`config.mk`:
```
export PLATFORM = sky130hd
export DESIGN_NAME = lane_load_arbiter
export DESIGN_NICKNAME = d
export VERILOG_FILES = /design/src/rtl/lane_load_pkg.sv /design/src/rtl/lane_reg.sv /design/src/rtl/lane_load_arbiter.sv
export SDC_FILE = /design/constraint.sdc
export NUM_CORES = 1
export LEC_CHECK = 0
export BUFFER_PORTS_ARGS = -buffer_cell sky130_fd_sc_hd__clkbuf_2
export CORE_MARGIN = 10
export CORE_UTILIZATION = 45
export DETAILED_ROUTE_END_ITERATION = 12
export PLACE_DENSITY = 0.69
export SYNTH_ARGS = -nofsm -noshare
export SYNTH_HDL_FRONTEND = slang
export SYNTH_SLANG_ARGS = --single-unit
```
`constraint.sdc`:
```
create_clock -name clk -period 1.6 [get_ports clk]
set_input_delay 0.32 -clock clk [delete_from_list [all_inputs] [get_ports clk]]
set_output_delay 0.32 -clock clk [all_outputs]
set_load 0.02 [all_outputs]
```
`src/rtl/lane_load_pkg.sv`:
```
// lane_load_pkg: shared FSM state type and lane-index width helper for lane_load_arbiter
package lane_load_pkg;
  typedef enum logic [1:0] {IDLE, LOAD, DONE} lane_load_state_t;
  function automatic int lane_idx_w(input int bits);
    return $clog2(bits);
  endfunction
endpackage

```
`src/rtl/lane_reg.sv`:
```
// lane_reg: one result lane bit; ports clk, reset (async), clr_i (sync clear), we_i, d_i, q_o
module lane_reg (
  input  logic clk,
  input  logic reset,
  input  logic clr_i,
  input  logic we_i,
  input  logic d_i,
  output logic q_o
);
  logic q_d;
  assign q_d = clr_i ? 1'b0 : we_i ? d_i : q_o;
  always_ff @(posedge clk or posedge reset)
    if (reset) q_o <= 1'b0;
    else q_o <= q_d;
endmodule

```
`src/rtl/lane_load_arbiter.sv`:
```
// lane_load_arbiter: round-robin loader of a BITS-lane result bank, one lane per clock.
// Ports: clk, reset (async high); req0/req1 + data0/data1 in; grant0/grant1, busy, done,
// owner, lane, result out. Define LANE_LOAD_ARBITER_ASSERT_EN to compile in properties.
module lane_load_arbiter
  import lane_load_pkg::*;
#(
  parameter int BITS = 4,
  localparam int LANE_IDX_W = lane_idx_w(BITS)
) (
  input  logic                  clk,
  input  logic                  reset,
  input  logic                  req0,
  input  logic                  req1,
  input  logic [BITS-1:0]       data0,
  input  logic [BITS-1:0]       data1,
  output logic                  grant0,
  output logic                  grant1,
  output logic                  busy,
  output logic                  done,
  output logic                  owner,
  output logic [LANE_IDX_W-1:0] lane,
  output logic [BITS-1:0]       result
);
  lane_load_state_t      state_q, state_d;
  logic                  last_q, last_d;
  logic                  owner_q, owner_d;
  logic [LANE_IDX_W-1:0] lane_q, lane_d;
  logic [BITS-1:0]       snap_q, snap_d;
  logic                  grant0_q, grant0_d, grant1_q, grant1_d;
  logic                  busy_q, busy_d, done_q, done_d;
  logic                  accept, win1, loading, last_lane;
  always_comb begin
    accept    = state_q == IDLE && (req0 || req1);
    // on a tie the requester not served last wins
    win1      = req1 && (!req0 || !last_q);
    loading   = state_q == LOAD;
    last_lane = lane_q == LANE_IDX_W'(BITS - 1);
    state_d   = accept ? LOAD : (loading && last_lane) ? DONE : state_q == DONE ? IDLE : state_q;
    lane_d    = accept ? '0 : (loading && !last_lane) ? lane_q + LANE_IDX_W'(1) : lane_q;
    last_d    = accept ? win1 : last_q;
    owner_d   = accept ? win1 : owner_q;
    snap_d    = accept ? (win1 ? data1 : data0) : snap_q;
    grant0_d  = accept && !win1;
    grant1_d  = accept && win1;
    busy_d    = accept || (busy_q && !(loading && last_lane));
    done_d    = loading && last_lane;
  end
  always_ff @(posedge clk or posedge reset)
    if (reset) begin
      state_q  <= IDLE;
      last_q   <= 1'b1;
      owner_q  <= 1'b0;
      lane_q   <= '0;
      snap_q   <= '0;
      grant0_q <= 1'b0;
      grant1_q <= 1'b0;
      busy_q   <= 1'b0;
      done_q   <= 1'b0;
    end else begin
      state_q  <= state_d;
      last_q   <= last_d;
      owner_q  <= owner_d;
      lane_q   <= lane_d;
      snap_q   <= snap_d;
      grant0_q <= grant0_d;
      grant1_q <= grant1_d;
      busy_q   <= busy_d;
      done_q   <= done_d;
    end
  for (genvar i = 0; i < BITS; i++) begin : g_lane
    lane_reg u_lane_reg (
      .clk   (clk),
      .reset (reset),
      .clr_i (accept),
      .we_i  (loading && lane_q == LANE_IDX_W'(i)),
      .d_i   (snap_q[i]),
      .q_o   (result[i])
    );
  end
  assign grant0 = grant0_q;
  assign grant1 = grant1_q;
  assign busy   = busy_q;
  assign done   = done_q;
  assign owner  = owner_q;
  assign lane   = lane_q;
`ifdef LANE_LOAD_ARBITER_ASSERT_EN
  a_grant_excl: assert property (@(posedge clk) disable iff (reset) !(grant0 && grant1));
  a_done_full:  assert property (@(posedge clk) disable iff (reset) done |-> result == snap_q);
  a_busy_load:  assert property (@(posedge clk) disable iff (reset) busy |-> state_q == LOAD);
  a_lane_range: assert property (@(posedge clk) disable iff (reset) int'(lane_q) < BITS);
  // grants are registered, so the state one edge earlier must have been IDLE
  a_grant_idle: assert property (@(posedge clk) disable iff (reset)
                                 (grant0 || grant1) |-> $past(state_q) == IDLE);
  a_fair_0to1:  assert property (@(posedge clk) disable iff (reset)
                                 grant0 ##1 (req0 && req1) [*BITS+1] |=> grant1);
  a_fair_1to0:  assert property (@(posedge clk) disable iff (reset)
                                 grant1 ##1 (req0 && req1) [*BITS+1] |=> grant0);
`else
`endif
endmodule

```
# Yosys cells after proc, flatten, opt, wreduce, memory -nomap -nowiden
# Index checks and enable logic that the tools add are counted.
# op_classes
n_eq_ne,5
n_reduce_logical,26
mux,14
addsub,1
# ops
operator,count
1-bit logical AND,10
2-bit two-way mux,5
2-bit nonzero test,5
1-bit two-way mux,8
2-bit == test (second input constant),3
1-bit zero test,5
2-bit by 1-bit == test with 1-bit output (second input constant),2
2-bit zero test,2
4-bit two-way mux,1
1-bit logical OR,3
3-bit nonzero test,1
2-bit by 1-bit adder with 2-bit output (second input constant),1
# word_totals
output_inout_bits,11
inputBits,12
reg_bits,18

# Logic depth before layout (Yosys ltp)
# Gate-level depths: netlist of the first run.
# depth
word_depth,5
mapped_depth,5
depth_no_buf,5

# By module
# From an unflattened synthesis of the first run, not the netlist that was laid out.
# unflattened
hier_cells,69
hier_area_um2,829.5
# modules_own_cells
mod,n_inst,area_per_inst_um2,cells_per_inst,seq_area_each_um2
lane_load_arbiter,1,659.4,53,351.6
lane_reg,4,42.5,4,25.0

# Worst setup path before layout of the first run
# Ideal clock, no wire load.
# synth_timing
kind,reg-to-reg
start,register lane_q[0] (netlist: lane[0])
end,register lane_q[1] (netlist: lane[1])
setup_time_ns,0.123
period_less_slack_ns,1.437
path_buffers,0
path_slack_ns,0.163
path_stages_with_launch,5
t_arrival_ns,1.314
path_cell_list,dfrtp_1 -> ha_1 -> nor3b_1 -> mux2i_1 -> nor2_1
# synth_via
elab_chain_len,4
word_cells_on_any_way,7
# synth_lines
item,line,source
"start, declared",lane_load_arbiter.sv:27,"logic [LANE_IDX_W-1:0] lane_q, lane_d;"
"start signal, assigned",lane_load_arbiter.sv:63,lane_q <= lane_d;
"parallel branches: the longest is 4 deep, another holds 2-bit by 1-bit adder with 2-bit output",n/a,
# Several ways; the timed one is not identified. The select of a mux whose other input is x is not followed.
# A chain may end at the register's enable or synchronous reset.

# Final worst setup path of the first run
# Ends and elaborated chain as after synthesis.

==> out/results.txt, run 1 <==
Static Leak -> 0.540 nW
DR iter-0 viols -> 7
die width -> 63.7 µm
Post-Route Setup TNS -> 0 ns
post_cts resized -> 0
CP Class -> flip-flop to flip-flop
max_cap viols -> 0
Worst Hold Class -> input pin to asynchronous set/reset pin
min Tclk post-route -> 1.46 ns
PortBufs -> 22
status -> finished clean
vias -> 576
first-pass GRT wire length -> 2860 µm
I/O Pins -> 23
largest registers -> g_lane.u_lane_reg.q_o: 4 flops, snap_q: 4 flops
share of cells above drive strength 1 -> 39.1%
Worst-Margin Slew -> 0.398 ns
f_max -> 0.685 GHz
Starting Density -> 48.7%
Synthesized Nets -> 87
Final Hold Fails -> 0
max-slew violation count -> 0
Total Wirelength -> 1660 µm
antenna-violating nets left -> 0
gr usage total -> 8.79%
Die Height -> 63.7 µm
dpl ws -> 0.145 ns
Worst Path Required -> 1.78 ns
most used routing layer -> met2
largest net degree at the start of global routing -> 19
sequential fraction of the synthesis area -> 52.5%
number of global-route vias before repair -> 617
number of post-CTS setup repair buffers -> 0
Post-CTS Hold Fix Bufs -> 0
Synth Register Bits -> 18
# DRC -> 0
Nets -> 109
DP Wirelength -> 1300 µm
# diodes -> 0
M1 GR Usage -> 9.70%
endpoints failing setup -> 0
CP endpoint kind -> flip-flop
Vias/cell -> 4.92
Num CTS Buffers -> 3
clock tree buffer depth -> 2
CP arrival -> 1.64 ns
fillcell total -> 178
GR Util met3 -> 4.59%
share of the synthesized area in the top cell type -> 49.5%
fin util -> 55.7%
Worst R2R Setup Slack -> 0.14 ns
DIE AREA -> 4060 µm²
area grow syn2layout -> 14.3%
critical path startpoint category -> flip-flop
antenna violations before repair -> 0
most common cell after layout, fill and taps aside -> clkbuf_2
Fin Clk Skew -> 0.0101 ns
Rel. slew slack -> 73.4%
Mapped Area -> 860 µm²
Power Total -> 1.80 mW
setup ws final -> 0.141 ns
Root Driver -> clkbuf_4
synth top area cells -> dfrtp_1 49%, ha_1 5.8%, mux2i_1 5.8%, a221o_1 4.7%, and4_2 4.7%
routability cong. -> 0.788
CTS tree -> done
Yosys warnings -> 0
CTS sink cnt -> 18
Syn Area/Cell -> 12.1 µm²
H-tree levels -> 1
PwrDens -> 1830 nW/µm²
Row Count -> 15
Reg clk slew, reported paths -> 0.10 ns
Core Box Area -> 1760 µm²
largest fanout on the critical path -> 5
RSZ-0062 raised after global routing -> false
final worst-path cycle share -> 91.2%
peak supply drop -> 0.919 mV
worst skew pair latency -> 0.29 ns
wire per inst -> 14.2 µm
post-synth top area cell -> dfrtp_1
most frequent cells in the layout -> 22 x clkbuf_2, 17 x dfrtp_1, 6 x nor2_1
GR Overflow Total -> 0
met2 Usage GRT -> 13.3%
distinct cell type count after synthesis -> 21
Syn Inst Count -> 71
first-pass iteration count of the detailed router -> 4
[cells by family (layout without fill, tap and decap cells)]
| kind of cell | count (synthesis) | after routing | share of synthesized area [%] |
|---|---|---|---|
| XOR/XNOR | 1 | 1 | 1.02 |
| AND/OR/NAND/NOR | 24 | 24 | 17.5 |
| multiplexers | 5 | 5 | 5.82 |
| AO/OA/AOI/OAI | 9 | 9 | 9.46 |
| adder cells (fa/ha/maj) | 4 | 4 | 5.82 |
| buffers and inverters | 10 | 31 | 7.86 |
| flip-flops | 18 | 18 | 52.5 |
[final cells by class]
type | count | area [µm²] | area share [%]
clock buffer | 4 | 26.3 | 2.68
inverter | 4 | 15.0 | 1.53
multi-input combinational | 43 | 340 | 34.6
sequential | 18 | 452 | 46.0
tap | 25 | 31.3 | 3.18
timing repair buffer | 23 | 118 | 12.0
[through the flow]
step           cells  hold WS (ns)  area, µm²
2_1_floorplan     71         0.258        860
3_3_place_gp     113         0.324        956
3_5_place_dp     113         0.335        956
4_1_cts          117       0.00699        982
5_1_grt          117        0.0113        982
6_report         117       0.00912        982
[cells in the mapped netlist, drive strengths merged]
library cell,count
and3,2
nand2,5
xnor2,1
a21o,2
a221o,4
nand2b,1
dfrtp,17
mux2i,5
dfstp,1
nor3b,1
ha,4
nor2,7
and4,4
o21a,2
inv,4
buf,6
nand3b,4
o21ai,1
[worst paths after layout]
kind	startpoint	endpoint	cells after the start
worst max register to register	lane[0]	lane[1]	4
worst max-delay path	lane[0]	lane[1]	4
worst min-delay path	reset	snap_q[0]	3
min in group clk	data1[0]	snap_q[0]	2
worst min register to register	busy	busy	2
max in group asynchronous	reset	last_q	3
[power breakdown]
part           total [mW]  internal (mW)  switching [mW]
clock network       0.229         0.0967           0.133
registers           0.794          0.646           0.147
logic               0.778          0.349           0.429
total                1.80           1.09           0.709
[routing by layer]
| metal | routed length (µm) | vias up | part of all wire [%] |
|---|---|---|---|
| met1 | 747 | 269 | 45 |
| met4 | 12 | 0 | 0.72 |
| met5 | 0 | - | 0 |
| li1 | - | 288 | - |
| met3 | 143 | 2 | 8.6 |
| met2 | 755 | 17 | 46 |
[worst max-delay path: stages, from the launching register on]
cell and delay [ns]:
dfrtp_1 0.45, ha_1 0.25, nor3b_1 0.37, mux2i_1 0.23
nor2_1 0.05
Note: power is estimated with default switching activity, not from simulation.
==> run 2, diff against run 1 <==
--- a/config.mk
+++ b/config.mk
@@ -5,11 +5,13 @@
 export SDC_FILE = /design/constraint.sdc
 export NUM_CORES = 1
 export LEC_CHECK = 0
-export BUFFER_PORTS_ARGS = -buffer_cell sky130_fd_sc_hd__clkbuf_2
+export CELL_PAD_IN_SITES_DETAIL_PLACEMENT = 1
+export CELL_PAD_IN_SITES_GLOBAL_PLACEMENT = 1
 export CORE_MARGIN = 10
 export CORE_UTILIZATION = 45
 export DETAILED_ROUTE_END_ITERATION = 12
-export PLACE_DENSITY = 0.69
+export DONT_BUFFER_PORTS = 1
+export PLACE_DENSITY = 0.72
 export SYNTH_ARGS = -nofsm -noshare
 export SYNTH_HDL_FRONTEND = slang
 export SYNTH_SLANG_ARGS = --single-unit
==> run 2 against run 1 <==
Against the previous run:
- count of clock-buffer cells in the layout did not move
- clock skew fell by 0.0095 ns
- register-to-register slack improved by 0.09 ns
- critical path type unchanged
- global-route usage rose by 0.11 points
- final cell count fell by 18%
- sequential share of layout area rose by 4.8 points
- largest cell class unchanged
- first-iteration DRC count fell by 71%
- non-clock buffer count fell by 21
==> out/results.txt, run 2 (synthesized netlist as in run 1, its figures left out) <==
status -> finished clean
gr usage total -> 8.91% (+0.11 points)
# DRC -> 0 (unchanged)
DIE AREA -> 4060 µm² (unchanged)
number of global-route vias before repair -> 571 (-7.5%)
Reg clk slew, reported paths -> 0.10 ns (about the same)
Static Leak -> 0.457 nW (-15%)
DR iter-0 viols -> 2 (-5)
Power Total -> 1.78 mW (-0.98%)
vias -> 508 (-12%)
share of cells above drive strength 1 -> 22.5% (-17 points)
Starting Density -> 48.7% (unchanged)
final hold slack -> 0.00115 ns (-0.00797 ns)
CP max stage cell -> dfrtp_1
final worst-path cycle share -> 85.8% (-5.4 points)
Buffers & Inverters on Critical Path -> 0 (unchanged)
PwrDens -> 2000 nW/µm² (+9.3%)
most common cell after layout, fill and taps aside -> dfrtp_1
Highest Signal Layer -> met4
max-slew violation count -> 0 (unchanged)
most frequent cells in the layout -> 17 x dfrtp_1, 6 x nor2_1, 5 x mux2i_1, 5 x nand2_1
CP endpoint kind -> flip-flop
RSZ-0062 raised after global routing -> false
antenna violations before repair -> 0 (unchanged)
CP arrival -> 1.55 ns (-0.09 ns)
Worst R2R End -> lane[1]
Row Count -> 15 (unchanged)
critical path startpoint category -> flip-flop
Final Hold Fails -> 0 (unchanged)
CTS tree -> done
Worst Hold Class -> input pin to asynchronous set/reset pin
# diodes -> 0 (unchanged)
CP Class -> flip-flop to flip-flop
die width -> 63.7 µm (unchanged)
worst skew pair latency -> 0.29 ns (about the same)
Fin Clk Skew -> 0.000618 ns (-0.00948 ns)
antenna-violating nets left -> 0 (unchanged)
Worst R2R Path Depth -> 4 (unchanged)
H-tree levels -> 1 (unchanged)
CP peak stage delay -> 0.40 ns (-0.05 ns)
Worst R2R Setup Slack -> 0.23 ns (+0.09 ns)
met3 wire len -> 177 µm (+24%)
first-pass GRT wire length -> 2850 µm (-0.49%)
Num CTS Buffers -> 3 (unchanged)
Rel. slew slack -> 55.8% (-18 points)
area grow syn2layout -> 3.49%
FF-to-FF Start -> lane[0]
met1 wire length -> 713 µm (-4.6%)
largest fanout on the critical path -> 3 (-2)
first-pass iteration count of the detailed router -> 3 (-1)
max_cap viols -> 0 (unchanged)
Worst Path Required -> 1.77 ns (about the same)
DP Cell Count -> 92 (-19%)
worst-path cell chain -> ha_1, nor3b_1, mux2i_1, nor2_1
Die Height -> 63.7 µm (unchanged)
routability cong. -> 0.683 (-13%)
dpl ws -> 0.230 ns (+0.0851 ns)
number of post-CTS setup repair buffers -> 0 (unchanged)
Largest delay share family, worst path -> flip-flops
GR Overflow Total -> 0 (unchanged)
endpoints failing setup -> 0 (unchanged)
DP Wirelength -> 1290 µm (-1.4%)
Core Box Area -> 1760 µm² (unchanged)
Worst-Margin Slew -> 0.662 ns (+0.264 ns)
largest net degree at the start of global routing -> 19 (unchanged)
Total Wirelength -> 1670 µm (+0.78%)
CTS sink cnt -> 18 (unchanged)
Post-CTS Hold Fix Bufs -> 0 (unchanged)
metal2 WL -> 762 µm (+0.93%)
Post-Route Setup TNS -> 0 ns (unchanged)
largest registers -> g_lane.u_lane_reg.q_o: 4 flops, snap_q: 4 flops
Root Driver -> clkbuf_4
post_cts resized -> 0 (unchanged)
setup ws final -> 0.227 ns (+0.0857 ns)
clock tree buffer depth -> 2 (unchanged)
min Tclk post-route -> 1.37 ns (-0.0857 ns)
Vias/cell -> 5.29 (+7.5%)
non-filler cells, final -> 96 (-18%)
peak supply drop -> 1.02 mV (+11%)
Nets -> 88 (-19%)
fillcell total -> 209 (+17%)
f_max -> 0.728 GHz (+6.2%)
I/O Pins -> 23 (unchanged)
PortBufs -> 0 (-100%)
wire per inst -> 17.4 µm (+23%)
-- run 2: where the power goes --
part	internal [mW]	total (mW)	switching, mW
Clock	0.139	0.274	0.136
Sequential	0.647	0.884	0.237
Combinational	0.305	0.625	0.320
Total	1.09	1.78	0.693
-- run 2: worst register-to-register path, delay by kind of cell, from the launching register on --
kind / cells / cell delay [ns]
fa+ha+maj: 1 / 0.23
flops: 1 / 0.40
simple gates: 2 / 0.40
mux: 1 / 0.23
-- run 2: metal layers --
layer | vias up | track usage [%]
met5 | - | 0
met4 | 0 | 4.92
met3 | 2 | 5.48
met2 | 14 | 12.6
met1 | 248 | 10.1
li1 | 244 | -
-- run 2: worst max path at each step --
| stage | from | to | cells past startpoint |
|---|---|---|---|
| 6_report | lane[0] | lane[1] | 4 |
| 3_5_place_dp | lane[0] | lane[1] | 4 |
| 4_1_cts | lane[0] | lane[1] | 4 |
| 2_1_floorplan | lane[0] | lane[1] | 4 |
| 3_3_place_gp | lane[0] | lane[1] | 4 |
| 5_1_grt | lane[0] | lane[1] | 4 |
-- run 2: area by class of cell --
type	count	area [µm²]	area share (%)
flip-flops and latches	18	452	50.8
multi-input cells	43	340	38.3
clock buffers	4	36.3	4.08
well taps	25	31.3	3.52
repair buffers	2	15.0	1.69
inverters	4	15.0	1.69
-- run 2: stage by stage --
stage / utilization [%] / cell area, µm²
final: 50.4 / 890
after global routing: 50.4 / 890
after global placement: 48.4 / 853
after floorplan: - / 860
after CTS: 50.4 / 890
after detailed placement: 48.4 / 853
